`src/rtl/debounced_encoder.sv`:
```
// Debounced 4-line priority encoder with a valid/ack handshake.
// Optional build macro ENCODER_COUNT_EN adds the evt_count handshake counter.
//
// state    | meaning
// IDLE     | lines idle, waiting for any nonzero input
// DEBOUNCE | nonzero pattern captured, counting stable samples
// HOLD     | code/multi presented with valid high, waiting for ack
// RELEASE  | accepted, waiting for all lines to return to zero
module debounced_encoder #(
    parameter int unsigned DB_CYCLES = 4
) (
    input  logic       clk,
    input  logic       rst,
    input  logic [3:0] in,
    input  logic       ack,
    output logic [1:0] code,
    output logic       valid,
    output logic       multi
`ifdef ENCODER_COUNT_EN
    ,
    output logic [7:0] evt_count
`endif
);

    typedef enum logic [1:0] {IDLE, DEBOUNCE, HOLD, RELEASE} state_t;

    localparam logic [7:0] CNT_LAST = 8'(DB_CYCLES - 1);

    state_t     state;
    logic [7:0] cnt;
    logic [3:0] cap;

    function automatic logic [1:0] prio_code(input logic [3:0] p);
        logic [1:0] c;
        casez (p)
            4'b1???: c = 2'd3;
            4'b01??: c = 2'd2;
            4'b001?: c = 2'd1;
            default: c = 2'd0;
        endcase
        return c;
    endfunction

    // Clearing the lowest set bit leaves something only if two or more were set.
    function automatic logic is_multi(input logic [3:0] p);
        return (p & (p - 4'd1)) != 4'd0;
    endfunction

    always_ff @(posedge clk or posedge rst) begin
        if (rst) begin
            state <= IDLE;
            cnt   <= '0;
            cap   <= '0;
            code  <= '0;
            valid <= 1'b0;
            multi <= 1'b0;
`ifdef ENCODER_COUNT_EN
            evt_count <= '0;
`endif
        end else begin
            case (state)
                IDLE: begin
                    if (in != 4'd0) begin
                        cap   <= in;
                        cnt   <= '0;
                        state <= DEBOUNCE;
                    end
                end
                DEBOUNCE: begin
                    if (in == 4'd0) begin
                        state <= IDLE;
                    end else if (in != cap) begin
                        cap <= in;
                        cnt <= '0;
                    end else if (cnt == CNT_LAST) begin
                        state <= HOLD;
                        code  <= prio_code(cap);
                        multi <= is_multi(cap);
                        valid <= 1'b1;
                    end else begin
                        cnt <= cnt + 8'd1;
                    end
                end
                HOLD: begin
                    if (ack) begin
                        valid <= 1'b0;
                        state <= RELEASE;
`ifdef ENCODER_COUNT_EN
                        evt_count <= evt_count + 8'd1;
`endif
                    end
                end
                RELEASE: begin
                    if (in == 4'd0) begin
                        state <= IDLE;
                    end
                end
                default: state <= IDLE;
            endcase
        end
    end

endmodule

```
`config.mk`:
```
export PLATFORM = sky130hd
export DESIGN_NAME = debounced_encoder
export DESIGN_NICKNAME = d
export VERILOG_FILES = /design/src/rtl/debounced_encoder.sv
export SDC_FILE = /design/constraint.sdc
export NUM_CORES = 1
export LEC_CHECK = 0
export ABC_CLOCK_PERIOD_IN_PS = 3230
export CELL_PAD_IN_SITES_DETAIL_PLACEMENT = 0
export CELL_PAD_IN_SITES_GLOBAL_PLACEMENT = 1
export CORE_ASPECT_RATIO = 0.6
export CORE_MARGIN = 1.5
export CORE_UTILIZATION = 46
export DETAILED_ROUTE_END_ITERATION = 16
export GPL_ROUTABILITY_DRIVEN = 0
export PLACE_DENSITY = 0.88
export SLEW_MARGIN = 5
export SYNTH_ARGS = -nofsm -noshare
export SYNTH_HDL_FRONTEND = slang
export SYNTH_SLANG_ARGS = --single-unit
```
`constraint.sdc`:
```
create_clock -name clk -period 3.23 [get_ports clk]
set_input_delay 0.4845 -clock clk [delete_from_list [all_inputs] [get_ports clk]]
set_output_delay 0.4845 -clock clk [all_outputs]
set_load 0.03 [all_outputs]
```
# Word level (Yosys, flattened, before mapping)
# Cells that the tools add are included.
# word_totals
wordCells	61
in_bits	7
output_inout_bits	4
reg_bits	18
# classes
n_reduce_logical	11
muxes	22
addsub	2
n_eq_ne	17
n_bitwise	3
# ops
op	n
$mux W8	4
$pmux W8 S2	1
$ne A2 B2 Y1 const B	7
$mux W2	6
$mux W4	3
$reduce_and A4 Y1	3
$reduce_and A5 Y1	2
$ne A3 B3 Y1 const B	3
$add A8 B1 Y8 const B	1
$eq A8 B2 Y1 const B	1
$pmux W2 S4	1
$pmux W4 S2	1
$reduce_bool A4 Y1	2
$pmux W2 S3	1
$and A4 B4 Y4	1
$eq A2 B1 Y1 const B	2
$eq A2 B2 Y1 const B	2
$logic_not A4 Y1	1
$mux W1	4
$ne A4 B4 Y1	1
$reduce_bool A2 Y1	2
$sub A4 B1 Y4 const B	1
$eq A3 B1 Y1 const B	1
$logic_not A2 Y1	1
other kinds (2)	3

# Longest topological paths before layout
# Gate-level depths: netlist of the first run.
# depth
ltp_word	5
ltp_mapped	5
ltp_nobuf	5

# Worst setup path after synthesis of the first run
# OpenSTA, ideal clock, no wires.
# synth_timing
path_type	input to register
from	input in[3]
to	register multi
t_required_ns	3.105
stages	4
slack_ns	1.522
arrival_ns	1.583
setup_ns	0.125
path_buffers	0
cell_sequence	nor4_2 -> nor2_2 -> nand4_2 -> mux2_2
# synth_between
elab_chain_len	3
elab_cells_between_ends	5
classes_between	eq/ne (1); bitwise (2); reduce/logical (2)
# synth_lines
element	line_no	text
start: declaration	14	input logic [3:0] in,
$ne A4 B4 Y1 / $logic_not A4 Y1 (equally long branches)	72, 70	
$not A1 Y1 (no source line)	-	
$reduce_and A4 Y1 (no source line) (*)	-	
end signal: assignment	78	multi <= is_multi(cap);
end: declaration	18	output logic multi
# Mark *: on every way between the ends. The rest lies on a longest branch, timed or not.
# A chain may end at the register's enable or synchronous reset.

# Worst setup path after layout of the first run
# Ends and elaborated chain as after synthesis.

==> results of run 1 <==
[cell families (layout without fill, tap and decap cells)]
| family | after synthesis | count (layout) |
|---|---|---|
| simple gates | 38 | 38 |
| compound gates | 20 | 20 |
| flops | 18 | 18 |
| buf+inv | 11 | 22 |
| mux | 8 | 8 |
| xor+xnor | 4 | 4 |
| fa+ha+maj | 2 | 2 |
[cell usage after synthesis (all sizes together), types with 3 or more instances]
cell   number  area (µm²)
dfrtp      18         450
nand2       9        33.8
inv         8        30.0
mux2        5        56.3
nor2        5        21.3
nand3       4        20.0
nand4       4        31.3
a21oi       3        15.0
a31oi       3        18.8
mux2i       3        30.0
nor3        3        15.0
nor4        3        31.3
o22ai       3        18.8
or3         3        23.8
[placed cells by master (no fill, tap or decap), types with 2 or more instances in the layout]
cell	netlist	routed
dfrtp_1	18	18
clkdlybuf4s50_1	0	10
nand2_1	9	9
inv_1	8	8
mux2_2	5	5
nor2_1	4	4
nand3_1	4	4
clkbuf_8	0	4
a31oi_1	3	3
a21oi_1	3	3
nor3_1	3	3
nand4_1	3	3
mux2i_1	3	3
o22ai_1	3	3
nor4_2	2	2
xnor2_1	2	2
xor2_1	2	2
o31a_1	2	2
or3_1	2	2
[final cells by class]
cell class | instances | area (µm²)
clock buffers | 4 | 55.1
well taps | 28 | 35.0
multi-input cells | 72 | 527
fillers | 159 | 769
inverters | 8 | 30.0
flip-flops and latches | 18 | 450
repair buffers | 10 | 100
[power by group through the flow]
stage	registers, µW	clock network, µW	logic (µW)
2_1_floorplan	239	0	35.9
5_1_grt	237	194	58.6
4_1_cts	236	186	52.7
3_5_place_dp	240	0	52.5
3_3_place_gp	240	0	52.1
6_report	236	181	52.3
[through the flow]
| stage | util (%) | setup WS, ns | hold WS (ns) |
|---|---|---|---|
| finish | 60.9 | 1.07 | 0.492 |
| global route | 60.9 | 1.01 | 0.524 |
| CTS | 60.9 | 1.10 | 0.494 |
| detailed placement | 58.1 | 0.826 | 0.477 |
| global placement | 58.1 | 0.916 | 0.477 |
| floorplan | - | 1.52 | 0.423 |
[state kept, by name, indices dropped and copies added (netlist names), named ones only]
| register | count |
|---|---|
| valid | 1 |
| cap | 4 |
| code | 2 |
| state | 1 |
| multi | 1 |
| cnt | 8 |
[worst min-delay path, delay by kind of cell, from the launching register on]
| kind | cells | cell delay [ns] |
|---|---|---|
| simple gates | 2 | 0.12 |
| flops | 1 | 0.34 |
[metal layers]
layer  global-route usage, %  vias up  wire, µm
li1                        -      391         -
met1                    28.3      381      1100
met2                    27.1       23       803
met3                    6.32        4       116
met4                    6.52        0        23
met5                       0        -         0
[worst min path at each step]
stage,slack [ns],end,cells after the start,start
final,0.49,valid,2,valid
after global routing,0.52,valid,2,valid
after CTS,0.49,valid,2,valid
after detailed placement,0.48,valid,2,valid
after global placement,0.48,valid,2,valid
after floorplan,0.42,async pin,1,rst
==> results.toml, run 1 <==
[run_status]
outcome = "finished clean"

[cells_and_area]
post-route-cell-area_mm2 = 0.00120
antennaDiodeCount = 0
drive_gt1_share_pct = 16.1
layout.cells.non_filler = 140
area_growth_pct = 17.4
final_nets = 121

[die]
io-pin-count = 11
dieHeight_um = 39.5
die_w_um = 63.8
die_area_mm2 = 0.00252
start_util_pct = 51.8
coreArea_mm2 = 0.00197
fp-row-count = 12

[routing]
drc = 0
drtAntennaViolNets = 0
dr.first_iter.drc_count = 28
drt-total-wl_um = 2040
vias = 799
vias_per_cell = 5.71
first_pass_iters = 4
wl_per_cell_um = 14.6

[sta]
tightest_slew_ns = 0.647
max_freq_mhz = 464
timing.final.crit_share_pct = 66.8
rsz0062_at_grt = "false"
slew-limit-headroom_pct = 56.8
hold_viol = 0
finalMaxSlewViolations = 0
setup_viol = 0
layout_min_cycle_time_ns = 2.16
fin_worst_skew_ns = 0.00330
fin_tns_setup_ns = 0

[global_route]
grt_pass1_wl_um = 3440
grt_use_total_pct = 19.6
grt_max_degree = 19
grt_antenna_before_repair = 0
gr-total-overflow = 0
grt_pass1_vias = 689

[clock_network]
clk_path_buf_depth = 2
cts_resized = 0
holdBufCountCts = 0
root_buffer = "clkbuf_8"
insertion_delay_ns = 0.25
cts_tree = "built"
cts.sinks = 18
path_clk_slew_ns = 0.06
htreeDepth = 1
post_cts_buffers = 0
cts_buffers = 3

[power_and_ir_drop]
p_per_area_mw_per_mm2 = 392
sequentialPowerShare_pct = 50.3
clockPowerShare_pct = 38.5
comb_power_share_pct = 11.1
p_leak_uw = 0.000500
vdd_drop_max_v = 0.000233
power_uw = 469
switching_share_pct = 23.4
p_int_uw = 359
switchingPower_uw = 110

[placed_design]
numPortBuffers = 10
placed_area_mm2 = 0.00114
dpl.hpwl_um = 1570
place_inst = 136

[logic_synthesis]
synth_top_family_by_area = "simple AND/OR/NAND/NOR gates"
synthFlopType = "dfrtp_1"
ys_seq_area_share_pct = 44.2
syn-num-nets = 109
ys_warn_count = 0
synth_area_per_cell_um2 = 10.1
synthMuxAreaShare_pct = 8.47
synth-simple-area-share_pct = 22.2
synth_cells = 101
synthArstFlopShare_pct = 100
synth-compound-area-share_pct = 15.3
synth_edf_count = 0
ys_ff_latch = 18
netlist_area_mm2 = 0.00102
synth_cell_type_count = 41
synthAdderAreaFrac_pct = 2.21
synth-xor-area-share_pct = 3.44

[worst_setup_path]
cp.depth = 5
startpoint = "in[3]"
r2r_slack_ns = 1.35
timing.rr.start = "cnt[5]"
critPathMaxFanout = 10
cp_top_family = "simple AND/OR/NAND/NOR gates"
worstSetupPathType = "input port to flop"
path_cells = "clkdlybuf4s50_1, nor4_2, nor2_2, nand4_2, mux2_2"
crit_path_end = "multi"
crit_path_max_incr_delay_ns = 0.57
worst_r2r_endpoint = "state[0]"
arrival_ns = 2.30
cp_slowest_cell = "nor4_2"
worstSetupEndpointType = "flop"
worstPathRequired_ns = 3.37
crit_buf_inv = 1
setup.worst_path.start_class = "input port"
rr_worst_depth = 4

[hold_path]
hp-class = "flop to flop"

[run]
cap_violations = 0
Power figures use the tool's default switching activity.
==> run 2: changes to the inputs <==
Settings changed: ABC_CLOCK_PERIOD_IN_PS 3230 to 2150, CORE_UTILIZATION 46 to 42, PLACE_DENSITY 0.88 to 0.82.
Clock period 3.23 ns to 2.15 ns, I/O delays scaled along.
==> run 2 against run 1 <==
Critical path type is now flop to flop. Clock power grew 56%. Non-clock buffer count grew 4. Worst setup slack worse by 0.82 ns. Cell count up 4.3%.
==> results.toml, run 2 (same netlist as run 1, synthesis figures left out) <==
[sta]
hold_viol = 0
slew-limit-headroom_pct = 52.7
max_freq_mhz = 528
fin_tns_setup_ns = 0
finalMaxSlewViolations = 0
timing.final.crit_share_pct = 88.1
rsz0062_at_grt = "false"
layout_min_cycle_time_ns = 1.89
fin_worst_skew_ns = 0.00227
tightest_slew_ns = 0.708
setup_viol = 0

[power_and_ir_drop]
p_leak_uw = 0.000519
sequentialPowerShare_pct = 49.3
clockPowerShare_pct = 39.2
p_per_area_mw_per_mm2 = 586
switchingPower_uw = 177
p_int_uw = 544
switching_share_pct = 24.5
vdd_drop_max_v = 0.000270
comb_power_share_pct = 11.5

[worst_setup_path]
critPathMaxFanout = 6
worstSetupEndpointType = "flop"
worstPathRequired_ns = 2.28
worstSetupPathType = "flop to flop"
arrival_ns = 2.02
setup.worst_path.start_class = "flop"

[cells_and_area]
utilization_pct = 55.2
layout.cells.non_filler = 146
drive_gt1_share_pct = 19.0
area_growth_pct = 20.6
final_cell_mix = "dfrtp_1 (18), clkdlybuf4s50_1 (10), nand2_1 (9)"
layout_commonest_cell = "dfrtp_1"
fillers = 189
top_regs = "cnt: 8 flops, cap: 4 flops, code: 2 flops"
largest_reg_flops = 8
antennaDiodeCount = 0
regMostFlops = "cnt"
final_nets = 125

[clock_network]
htreeDepth = 1
path_clk_slew_ns = 0.07
clk_path_buf_depth = 2
cts.sinks = 18
insertion_delay_ns = 0.26
post_cts_buffers = 0
cts_tree = "built"
cts_resized = 0
holdBufCountCts = 0
cts_buffers = 3
root_buffer = "clkbuf_8"

[routing]
dr.first_iter.drc_count = 57
wl_per_cell_um = 14.9
drt-total-wl_um = 2170
drc = 0
drtAntennaViolNets = 0
vias_per_cell = 5.41
first_pass_iters = 4
vias = 790

[global_route]
gr-total-overflow = 0
grt_pass1_vias = 667
grt_pass1_wl_um = 3370
grt_max_degree = 19
grt_use_total_pct = 17.9
grt_antenna_before_repair = 0

[die]
coreArea_mm2 = 0.00223
die_area_mm2 = 0.00274
io-pin-count = 11
dieHeight_um = 41.2
fp-row-count = 13
die_w_um = 66.6
start_util_pct = 45.8

[placed_design]
place_inst = 142
numPortBuffers = 10
dpl.hpwl_um = 1660

[hold_path]
hp-class = "input port to async pin"

[run_status]
outcome = "finished clean"

[run]
cap_violations = 0
==> run 2: cell types whose count changed in the layout (fill, tap and decap cells not counted), sizes merged <==
| cell | before | now |
|---|---|---|
| buf | 0 | 4 |
==> run 2: path summary, 6_finish.rpt <==
kind | from | endpoint | cells after the start | slack [ns]
min reg2reg | valid | valid | 2 | 0.49
max | cnt[5] | state[0] | 4 | 0.26
min | rst | code[0] | 2 | 0.49
max reg2reg | cnt[5] | state[0] | 4 | 0.26
max in group asynchronous | rst | cap[3] | 2 | 1.21
min in group clk | valid | valid | 2 | 0.49
==> run 2: through the flow <==
step           instance area (µm²)  setup WS [ns]  hold slack (ns)  power (µW)
2_1_floorplan                 1020          0.460            0.261         413
3_3_place_gp                  1170          0.112            0.458         442
3_5_place_dp                  1170          0.107            0.486         445
4_1_cts                       1230          0.275            0.503         726
5_1_grt                       1230          0.211            0.524         751
6_report                      1230          0.257            0.486         721
==> run 2: power by group through the flow <==
stage | sequential [µW] | combinational [µW] | clock (µW)
after floorplan | 359 | 53.9 | 0
after global placement | 361 | 81.0 | 0
after detailed placement | 362 | 83.0 | 0
after CTS | 355 | 83.3 | 288
after global routing | 356 | 91.3 | 303
final | 355 | 83.1 | 282
==> run 2: routing by layer <==
| layer | track usage (%) | wire [µm] | up-vias |
|---|---|---|---|
| met5 | 0 | 0 | - |
| met3 | 6.59 | 126 | 2 |
| met4 | 3.06 | 8 | 0 |
| met2 | 23.3 | 814 | 18 |
| li1 | - | - | 399 |
| met1 | 27.4 | 1220 | 371 |
==> run 2: final cells by class <==
cell class / instances / area, µm² / share of cell area (%)
timing repair buffer: 14 / 130 / 10.6
clock buffer: 4 / 55.1 / 4.48
sequential: 18 / 450 / 36.6
inverter: 8 / 30.0 / 2.44
multi-input combinational: 72 / 527 / 42.8
tap: 30 / 37.5 / 3.05
==> run 2: worst max-delay path, cell delays in order (launching register included) <==
cell     delay, ns
dfrtp_1       0.45
or3_4         0.42
or4_4         0.46
o31ai_4       0.34
nand2_1       0.10
